File: src/rtl/seg_scan_display.sv
// seg_scan_display: scans a 32-bit status word as 8 hex digits on a multiplexed 7-segment display
module seg_scan_display #(
  parameter int ADDR_BITS = 12,
  parameter int SCAN_DIV  = 100000,
  parameter int BLANK     = 1
) (
  input  logic                 clk,
  input  logic                 rst,
  input  logic [2:0]           display_op,
  input  logic [ADDR_BITS-3:0] ram_display_addr,
  input  logic                 go,
  input  logic [31:0]          led_data,
  input  logic [31:0]          cycle_cnt,
  input  logic [31:0]          jump_cnt,
  input  logic [31:0]          branch_cnt,
  input  logic [31:0]          pc,
  input  logic [31:0]          ram_data,
  output logic [ADDR_BITS-3:0] ram_rd_addr,
  output logic [7:0]           an,
  output logic [7:0]           seg
);
  localparam int CW = $clog2(SCAN_DIV);
  logic [CW-1:0] scan_cnt;
  logic [2:0]    digit, op_q;
  logic [31:0]   snapshot, mux;
  logic [3:0]    nibble;
  logic [6:0]    hex;
  logic          scan_tick, blank;
  assign scan_tick = scan_cnt == CW'(SCAN_DIV - 1);
  assign nibble    = snapshot[{digit, 2'b00} +: 4];
  assign blank     = BLANK != 0 && digit != 3'd0 && (snapshot >> {digit, 2'b00}) == 32'h0;
  always_comb begin
    mux = 32'h0;
    case (display_op)
      3'd0: mux = led_data;
      3'd1: mux = cycle_cnt;
      3'd2: mux = jump_cnt;
      3'd3: mux = branch_cnt;
      3'd4: mux = ram_data;
      3'd5: mux = pc;
      3'd6: mux = 32'(ram_display_addr);
      default: mux = 32'h0;
    endcase
  end
  always_comb begin
    hex = 7'h7F;
    case (nibble)
      4'h0: hex = 7'h40;
      4'h1: hex = 7'h79;
      4'h2: hex = 7'h24;
      4'h3: hex = 7'h30;
      4'h4: hex = 7'h19;
      4'h5: hex = 7'h12;
      4'h6: hex = 7'h02;
      4'h7: hex = 7'h78;
      4'h8: hex = 7'h00;
      4'h9: hex = 7'h10;
      4'hA: hex = 7'h08;
      4'hB: hex = 7'h03;
      4'hC: hex = 7'h46;
      4'hD: hex = 7'h21;
      4'hE: hex = 7'h06;
      default: hex = 7'h0E;
    endcase
  end
  // snapshot only moves at frame boundaries or on a source switch, so a frame never mixes values
  always_ff @(posedge clk) begin
    if (rst) begin
      scan_cnt    <= '0;
      digit       <= 3'd0;
      snapshot    <= 32'h0;
      op_q        <= display_op;
      ram_rd_addr <= '0;
      an          <= 8'hFF;
      seg         <= 8'hFF;
    end else begin
      ram_rd_addr <= ram_display_addr;
      scan_cnt    <= scan_tick ? '0 : scan_cnt + 1'b1;
      digit       <= scan_tick ? digit + 3'd1 : digit;
      op_q        <= display_op;
      if ((scan_tick && digit == 3'd7) || display_op != op_q) snapshot <= mux;
      an          <= ~(8'b1 << digit);
      seg         <= {~(digit == 3'd0 && !go), blank ? 7'h7F : hex};
    end
  end
endmodule
File: config.mk
export PLATFORM = sky130hd
export DESIGN_NAME = seg_scan_display
export DESIGN_NICKNAME = d
export VERILOG_FILES = /design/src/rtl/seg_scan_display.sv
export SDC_FILE = /design/constraint.sdc
export NUM_CORES = 1
export LEC_CHECK = 0
export CAP_MARGIN = 0
export CORE_MARGIN = 3
export CORE_UTILIZATION = 45
export DETAILED_ROUTE_END_ITERATION = 8
export PLACE_DENSITY = 0.95
export SYNTH_ARGS = -nofsm -noshare
export SYNTH_HDL_FRONTEND = slang
export SYNTH_SLANG_ARGS = --single-unit
File: constraint.sdc
create_clock -name clk -period 5 [get_ports clk]
set_clock_uncertainty 0.15 [all_clocks]
set_input_delay 1.25 -clock clk [delete_from_list [all_inputs] [get_ports clk]]
set_output_delay 1.25 -clock clk [all_outputs]
set_load 0.01 [all_outputs]
### After elaboration in Yosys (flattened, before gate mapping)

Memory sizes are Yosys's and may differ from the RTL's. A register that Yosys moved wholly into a read port is not among the register bits.
Index checks and enable logic that the tools add are counted.

| word-level totals | value |
|---|---|
| bits in registers | 74 |
| latch bits | 0 |
| memory bits (writable) | 0 |
| ROM bits | 112 |
| bits of input ports | 208 |
| output and inout port bits | 26 |
| word-level logic and storage cells | 36 |
| memories | 1 |

| cells by class | value |
|---|---|
| $add $sub $neg | 2 |
| multipliers | 0 |
| divide/modulo/power cells | 0 |
| $lt $le $gt $ge | 0 |
| equality and inequality tests | 9 |
| shift-type cells | 3 |
| mux-type cells | 1 |
| bitwise logic cells | 2 |
| reduce and logical (&&, ||, !) cells | 11 |

Memories:

| name | depth | width | rd ports | clocked after memory_dff | write ports | line | text |
|---|---|---|---|---|---|---|---|
| (no name shown) | 16 | 7 | 1 | 1 | 0 | 47 | `case (nibble)` |

Operators by type and width:

| kind | number |
|---|---|
| 32-bit case mux with 7 select lines | 1 |
| 32-bit logical NOT | 1 |
| 32-bit by 6-bit variable part select with 4-bit output | 1 |
| 32-bit by 5-bit right shift with 32-bit output | 1 |
| 17-bit by 1-bit adder with 17-bit output, second input constant | 1 |
| 17-bit equality test, second input constant | 1 |
| 3-bit equality test, second input constant | 4 |
| 8-bit NOT | 1 |
| 1-bit by 3-bit left shift with 8-bit output, first input constant | 1 |
| 3-bit by 2-bit equality test with 1-bit output, second input constant | 2 |
| 3-bit logical NOT | 2 |
| 2-bit OR reduction | 2 |
| 3-bit by 1-bit adder with 3-bit output, second input constant | 1 |
| 3-bit by 1-bit equality test with 1-bit output, second input constant | 1 |
| 1-bit logical AND | 3 |
| 3-bit inequality test | 1 |
| 3-bit nonzero test | 1 |
| 1-bit logical NOT | 1 |
| 1-bit logical OR | 1 |
| 1-bit NOT | 1 |

### Depth between registers and ports, before layout

Gate-level depths: netlist of the first run.

| depth | value |
|---|---|
| word-level depth | 4 |
| depth in mapped cells | 11 |
| gate-level depth less buffers | 10 |

### Worst setup path before layout of the first run

No wires, ideal clock.

| timing path | value |
|---|---|
| path type | input port to flip-flop |
| start | input display_op[0] |
| end | register snapshot[23] |
| library setup time | 89 ps |
| arrival time | 2704 ps |
| required time | 4761 ps |
| setup slack | 2058 ps |
| cell stages on the path | 8 |
| path buffers | 4 |
| cells stage by stage | buf_2 -> nor2b_1 -> and2_0 -> clkbuf_1 -> buf_2 -> buf_2 -> a22oi_1 -> a311oi_2 |

| between the ends | value |
|---|---|
| cells in the longest elaborated chain, start to end | 2 |
| elaborated cells on any way between the ends | 10 |
| those cells by class | 7 x eq/ne; 1 x mux; 2 x reduce/logical |

Ends and longest elaborated chain:

| what | line | text |
|---|---|---|
| from (decl) | 9 | `input logic [2:0] display_op,` |
| 3-bit equality test, or another cell as far along | 34 | `case (display_op)` |
| 32-bit case mux with 7 select lines / 1-bit logical OR (equally long branches) | 34, 81 |  |
| to (signal assigned) | 81 | `if ((scan_tick && digit == 3'd7) \|\| display_op != op_q) snapshot <= mux;` |
| to (decl) | 25 | `logic [31:0] snapshot, mux;` |

Parallel ways exist; a longest one is shown, timed or not.
A chain may end at the register's enable or synchronous reset.

### Worst setup path after layout of the first run

| timing path | value |
|---|---|
| start | input display_op[2] |
| end | register snapshot[15] |

The elaborated chain is that of the path after synthesis.

==> results.json, run 1 <==
{
  "worstPathRequired_ps": 5110,
  "final_area_mm2": 0.00743,
  "path_class": "input pin to flip-flop",
  "layout_common_cells": "clkdlybuf4s50_1 (232), nor2_1 (81), dfxtp_1 (81), nand2_1 (33), a22oi_1 (29)",
  "startpoint": "display_op[2]",
  "fmax_mhz": 266,
  "hold_path_class": "flip-flop to flip-flop",
  "async_flop_share_pct": 0,
  "drc": 0,
  "dieHeight_um": 110,
  "viasPerCell": 5.88,
  "routed_wl_mm": 17.1,
  "cts.htree.levels": 3,
  "syn_nets": 748,
  "tightest_slew_ps": 918,
  "initial_utilization_pct": 46.7,
  "gp_congestion": 0.933,
  "drive_above_1_share_pct": 11.4,
  "min-delay-start": "snapshot[1]",
  "clk_path_buf_depth": 2,
  "r2r-start": "digit[1]",
  "fin_cells": 880,
  "dr_total_vias": 5174,
  "final_common_cell": "clkdlybuf4s50_1",
  "post_cts.repair.setup_buffers": 0,
  "fill_cells": 778,
  "track_usage_pct": 27.9,
  "synth_edf_count": 0,
  "seq_area_frac_synth_pct": 33.2,
  "rsz0062_at_grt": "false",
  "synth_ff_type": "dfxtp_1",
  "crit_fanout": 24,
  "row_count": 37,
  "numCtsBuffers": 9,
  "power_density_mw_per_mm2": 222,
  "maxCapViolations": 0,
  "place_inst": 864,
  "hold_violations": 0,
  "setup_viol": 0,
  "multiInputGateArea_mm2": 0.00302,
  "coreArea_mm2": 0.0105,
  "startpoint_type": "input pin",
  "grt_max_degree": 42,
  "grt_pass1_vias": 5178,
  "syn_area_mm2": 0.00489,
  "total_power_w": 0.00165,
  "ctsHoldBuffers": 0,
  "detail_route.first_pass.iterations": 5,
  "ant_nets": 0,
  "avgSynthCellArea_um2": 9.26,
  "postCtsResizedCells": 0,
  "antenna_found_initial": 0,
  "area_growth_pct": 52.1,
  "synth_warnings": 0,
  "netlist_instances": 528,
  "dp_hpwl_mm": 13.7,
  "ys_ff_latch": 81,
  "drt_iter0_drc": 411,
  "num_io_pins": 234,
  "hold_depth": 2,
  "ctsRootBufferMaster": "clkbuf_8",
  "min_period_over_period_pct": 75.2,
  "fin_crit_ps": 3760,
  "relSlewSlack_pct": 38.8,
  "placed_cell_area_mm2": 0.00726,
  "grt_pass1_wl_mm": 26.4,
  "slew_viol_final": 0,
  "clock_latency_ps": 350,
  "tns_ps": 0,
  "seqCellArea_mm2": 0.00162,
  "portBuffers": 233,
  "cts.sinks": 81,
  "diodes": 0,
  "p_leak_nw": 2.73,
  "status": "complete, no violations",
  "die_w_um": 110,
  "final_nets": 959,
  "yosysUniqueCellTypes": 54,
  "cts_tree": "yes",
  "die_area_mm2": 0.0121,
  "wl_per_cell_um": 19.5,
  "crit_path_end_kind": "flip-flop",
  "arrival_ps": 3870,
  "peakVddDrop_uv": 143,
  "overflow": 0,
  "cts.clk_slew.worst_paths_ps": 90,
  "r2r_cells": 9
}
-- synthesized netlist by cell type (all sizes together) (3+ instances only) --
library cell | number | area share (%)
a21oi | 13 | 1.4
nand2 | 33 | 2.5
a211oi | 6 | 1.5
nand4 | 4 | 0.51
nand2b | 4 | 0.51
a221oi | 26 | 4.7
nor4 | 7 | 1.2
nand3 | 8 | 0.82
and2 | 4 | 0.51
mux2i | 15 | 3.3
a311oi | 23 | 6.9
nor2 | 81 | 6.2
ha | 12 | 3.1
xnor2 | 10 | 1.8
dfxtp | 81 | 33
o22ai | 4 | 0.51
a22o | 27 | 4.8
a22oi | 29 | 4.5
nor2b | 17 | 2.2
mux4 | 11 | 5.1
inv | 9 | 0.69
o21ai | 8 | 0.82
nor3 | 8 | 0.82
a31oi | 3 | 0.38
xor2 | 9 | 1.6
mux2 | 8 | 1.8
clkbuf | 25 | 1.9
buf | 19 | 2.7
-- cell families (layout without fill, tap and decap cells) --
family                     Yosys count  count (layout)  synth area share (%)
adders and majority gates           12              12                  3.07
buffers and inverters               54             270                  5.38
DFF                                 81              81                  33.2
and+or+nand+nor                    177             177                  17.0
muxes                               34              34                  10.2
AOI/OAI and AO/OA                  151             151                  27.7
xor gates and xnor gates            19              19                  3.41
-- path summary, 6_finish.rpt --
check,slack (ps),to
worst min register to register,360,snapshot[1]
worst min-delay path,360,snapshot[1]
worst max register to register,1590,seg[0]
worst max-delay path,1240,snapshot[15]
-- where the power goes --
group          total [W]  switching [W]  internal [W]  leakage [nW]
Combinational   0.000482       0.000194      0.000288          1.97
Clock           0.000442       0.000257      0.000185        0.0904
Sequential      0.000729      0.0000370      0.000692         0.668
-- area by class of cell --
| cell class | instances | share of cell area [%] |
|---|---|---|
| Multi-Input combinational cell | 393 | 40.6 |
| Clock inverter | 7 | 0.707 |
| Sequential cell | 81 | 21.8 |
| Inverter | 10 | 0.505 |
| Timing Repair Buffer | 244 | 32.4 |
| Tap cell | 136 | 2.29 |
| Clock buffer | 9 | 1.67 |
-- worst max-delay path: stages --
cell and delay (ps):
clkdlybuf4s50_1 400, buf_4 230, nor2b_1 530, and2_1 810
a22o_1 270, a221oi_1 60, a311oi_2 310
-- sequential cells by signal (all words and copies together) (netlist names) --
signal	cells
an	8
digit	3
op_q	3
ram_rd_addr	10
scan_cnt	17
seg	8
snapshot	32
-- routing by layer --
layer	up-vias	global-route usage, %	part of all wire, %
met1	2433	33.0	37
met5	-	0	0
met2	278	50.0	53
li1	2416	-	-
met4	0	10.5	3.1
met3	47	5.24	7.4
-- metrics by stage --
| step | hold slack, ps | worst slack [ps] | util [%] |
|---|---|---|---|
| floorplan | 276 | 2060 | - |
| global placement | 285 | 1130 | 69.3 |
| detailed placement | 338 | 947 | 69.3 |
| CTS | 354 | 1270 | 71.0 |
| global route | 377 | 1090 | 71.0 |
| finish | 362 | 1240 | 71.0 |
No activity file was read; power rests on OpenSTA's default activity.
==> run 2, diff against run 1 <==
CORE_UTILIZATION = 42   (was 45)
PLACE_DENSITY = 0.93   (was 0.95)
clock period = 3.77 ns   (was 5 ns; I/O delays follow)
==> run 2 against run 1 <==
Sequential share of layout area fell by 0.43 points. First-iteration DRC count fell by 15%. Critical path type unchanged. Global-route usage shrank 1.9 points. Design area grew 2.0%. Count of clock-buffer cells in the layout increased by 2. Sequential power increased by 33%. Combinational power increased by 32%. Largest power group unchanged. Die area increased by 6.7%. Worst hold slack got worse by 33 ps. Worst setup slack worse by 630 ps.
==> results.json, run 2 (same netlist as run 1, synthesis figures left out) <==
{
  "portBuffers": 233,
  "antenna_found_initial": 0,
  "ctsHoldBuffers": 0,
  "die_area_mm2": 0.0130,
  "power_density_mw_per_mm2": 327,
  "dp_hpwl_mm": 14.0,
  "min_period_over_period_pct": 83.8,
  "reg.largest.list": "snapshot x32, scan_cnt x17, ram_rd_addr x10",
  "tightest_slew_ps": 723,
  "largest_reg_flops": 32,
  "setup_slack_ps": 612,
  "grt_max_degree": 62,
  "hold_path_class": "flip-flop to flip-flop",
  "maxCapViolations": 0,
  "p_leak_nw": 2.80,
  "peakVddDrop_uv": 309,
  "diodes": 0,
  "area_growth_pct": 55.1,
  "dieHeight_um": 114,
  "ctsRootBufferMaster": "clkbuf_16",
  "slowest_delay_ps": 690,
  "viasPerCell": 5.82,
  "dr_total_vias": 5159,
  "cp_slowest_cell": "clkdlybuf4s50_1",
  "ant_nets": 0,
  "wl_per_cell_um": 19.6,
  "coreArea_mm2": 0.0111,
  "overflow": 0,
  "grt_pass1_wl_mm": 26.7,
  "cts.clk_slew.worst_paths_ps": 60,
  "relSlewSlack_pct": 50.4,
  "final_nets": 962,
  "worstPathRequired_ps": 3860,
  "cp_cell_sequence": "clkdlybuf4s50_1 -> buf_4 -> xnor2_1 -> nand3_1 -> a21o_2 -> buf_4 -> nor2_1 -> a311oi_2",
  "regMostFlops": "snapshot",
  "drc": 0,
  "row_count": 38,
  "postCtsResizedCells": 0,
  "met3_usage_pct": 5.68,
  "cp_common_cell": "buf_4",
  "placed_cell_area_mm2": 0.00728,
  "path_class": "input pin to flip-flop",
  "gp_congestion": 0.916,
  "status": "complete, no violations",
  "layout_common_cells": "clkdlybuf4s50_1 (232), nor2_1 (81), dfxtp_1 (81), nand2_1 (33), a22oi_1 (29)",
  "startpoint_type": "input pin",
  "cts.htree.levels": 3,
  "crit_fanout": 61,
  "hold_violations": 0,
  "crit_path_end_kind": "flip-flop",
  "tns_ps": 0,
  "cts.sinks": 81,
  "pre_cts_ws_ps": 268,
  "fmax_mhz": 317,
  "busiest_layer": "met2",
  "grt_pass1_vias": 5224,
  "drt_iter0_drc": 351,
  "drive_above_1_share_pct": 11.6,
  "clk_path_buf_depth": 2,
  "slew_viol_final": 0,
  "numCtsBuffers": 9,
  "rsz0062_at_grt": "false",
  "use_met2_pct": 46.9,
  "cts_tree": "yes",
  "met1_usage_pct": 30.0,
  "num_io_pins": 234,
  "clock_latency_ps": 340,
  "post_cts.repair.setup_buffers": 0,
  "track_usage_pct": 26.0,
  "routed_wl_mm": 17.4,
  "initial_utilization_pct": 43.9,
  "final_common_cell": "clkdlybuf4s50_1",
  "fin_crit_ps": 3160,
  "die_w_um": 114,
  "setup_viol": 0,
  "arrival_ps": 3250,
  "final_area_mm2": 0.00758,
  "detail_route.first_pass.iterations": 5
}
[run 2: cell count changes in the layout (fill, tap and decap cells not counted), sizes merged]
cell,previous run,this run
clkinv,4,3
clkbuf,9,11
buf,12,15
inv,12,9
bufinv,0,1
clkinvlp,1,2
[run 2: cell type report]
type / count / area (µm²)
clock buffer: 11 / 243
clock inverter: 5 / 55.1
fill: 845 / 3540
inverter: 10 / 37.5
multi-input combinational: 393 / 3020
sequential: 81 / 1620
tap: 140 / 175
timing repair buffer: 247 / 2430
[run 2: where the power goes]
part / switching (W) / total, W / internal (W)
clock network: 0.000344 / 0.000873 / 0.000529
logic: 0.000254 / 0.000636 / 0.000382
registers: 0.0000500 / 0.000969 / 0.000919
[run 2: per-stage QoR]
| step | hold WS, ps | total power (W) | cells | util (%) |
|---|---|---|---|---|
| 2_1_floorplan | 276 | 0.00128 | 528 | - |
| 3_3_place_gp | 285 | 0.00160 | 871 | 65.5 |
| 3_5_place_dp | 316 | 0.00162 | 871 | 65.5 |
| 4_1_cts | 330 | 0.00248 | 887 | 68.1 |
| 5_1_grt | 359 | 0.00257 | 887 | 68.1 |
| 6_report | 330 | 0.00248 | 887 | 68.1 |
[run 2: final timing paths]
| check | endpoint | slack, ps | start | cells past startpoint |
|---|---|---|---|---|
| max | snapshot[17] | 610 | display_op[2] | 8 |
| min | scan_cnt[0] | 330 | scan_cnt[0] | 1 |
| max reg2reg | seg[0] | 690 | digit[1] | 9 |
| min reg2reg | scan_cnt[0] | 330 | scan_cnt[0] | 1 |
[run 2: critical path: cells and delay by family]
kind | cells | cell delay [ps]
xor+xnor | 1 | 100
buf+inv | 3 | 1570
compound gates | 2 | 370
simple gates | 2 | 220
[run 2: routing by layer]
metal | share of wire, % | routed length [µm] | up-vias
met1 | 37 | 6420 | 2410
li1 | - | - | 2420
met2 | 53 | 9160 | 285
met5 | 0 | 0 | -
met4 | 3.4 | 588 | 0
met3 | 7.1 | 1240 | 44
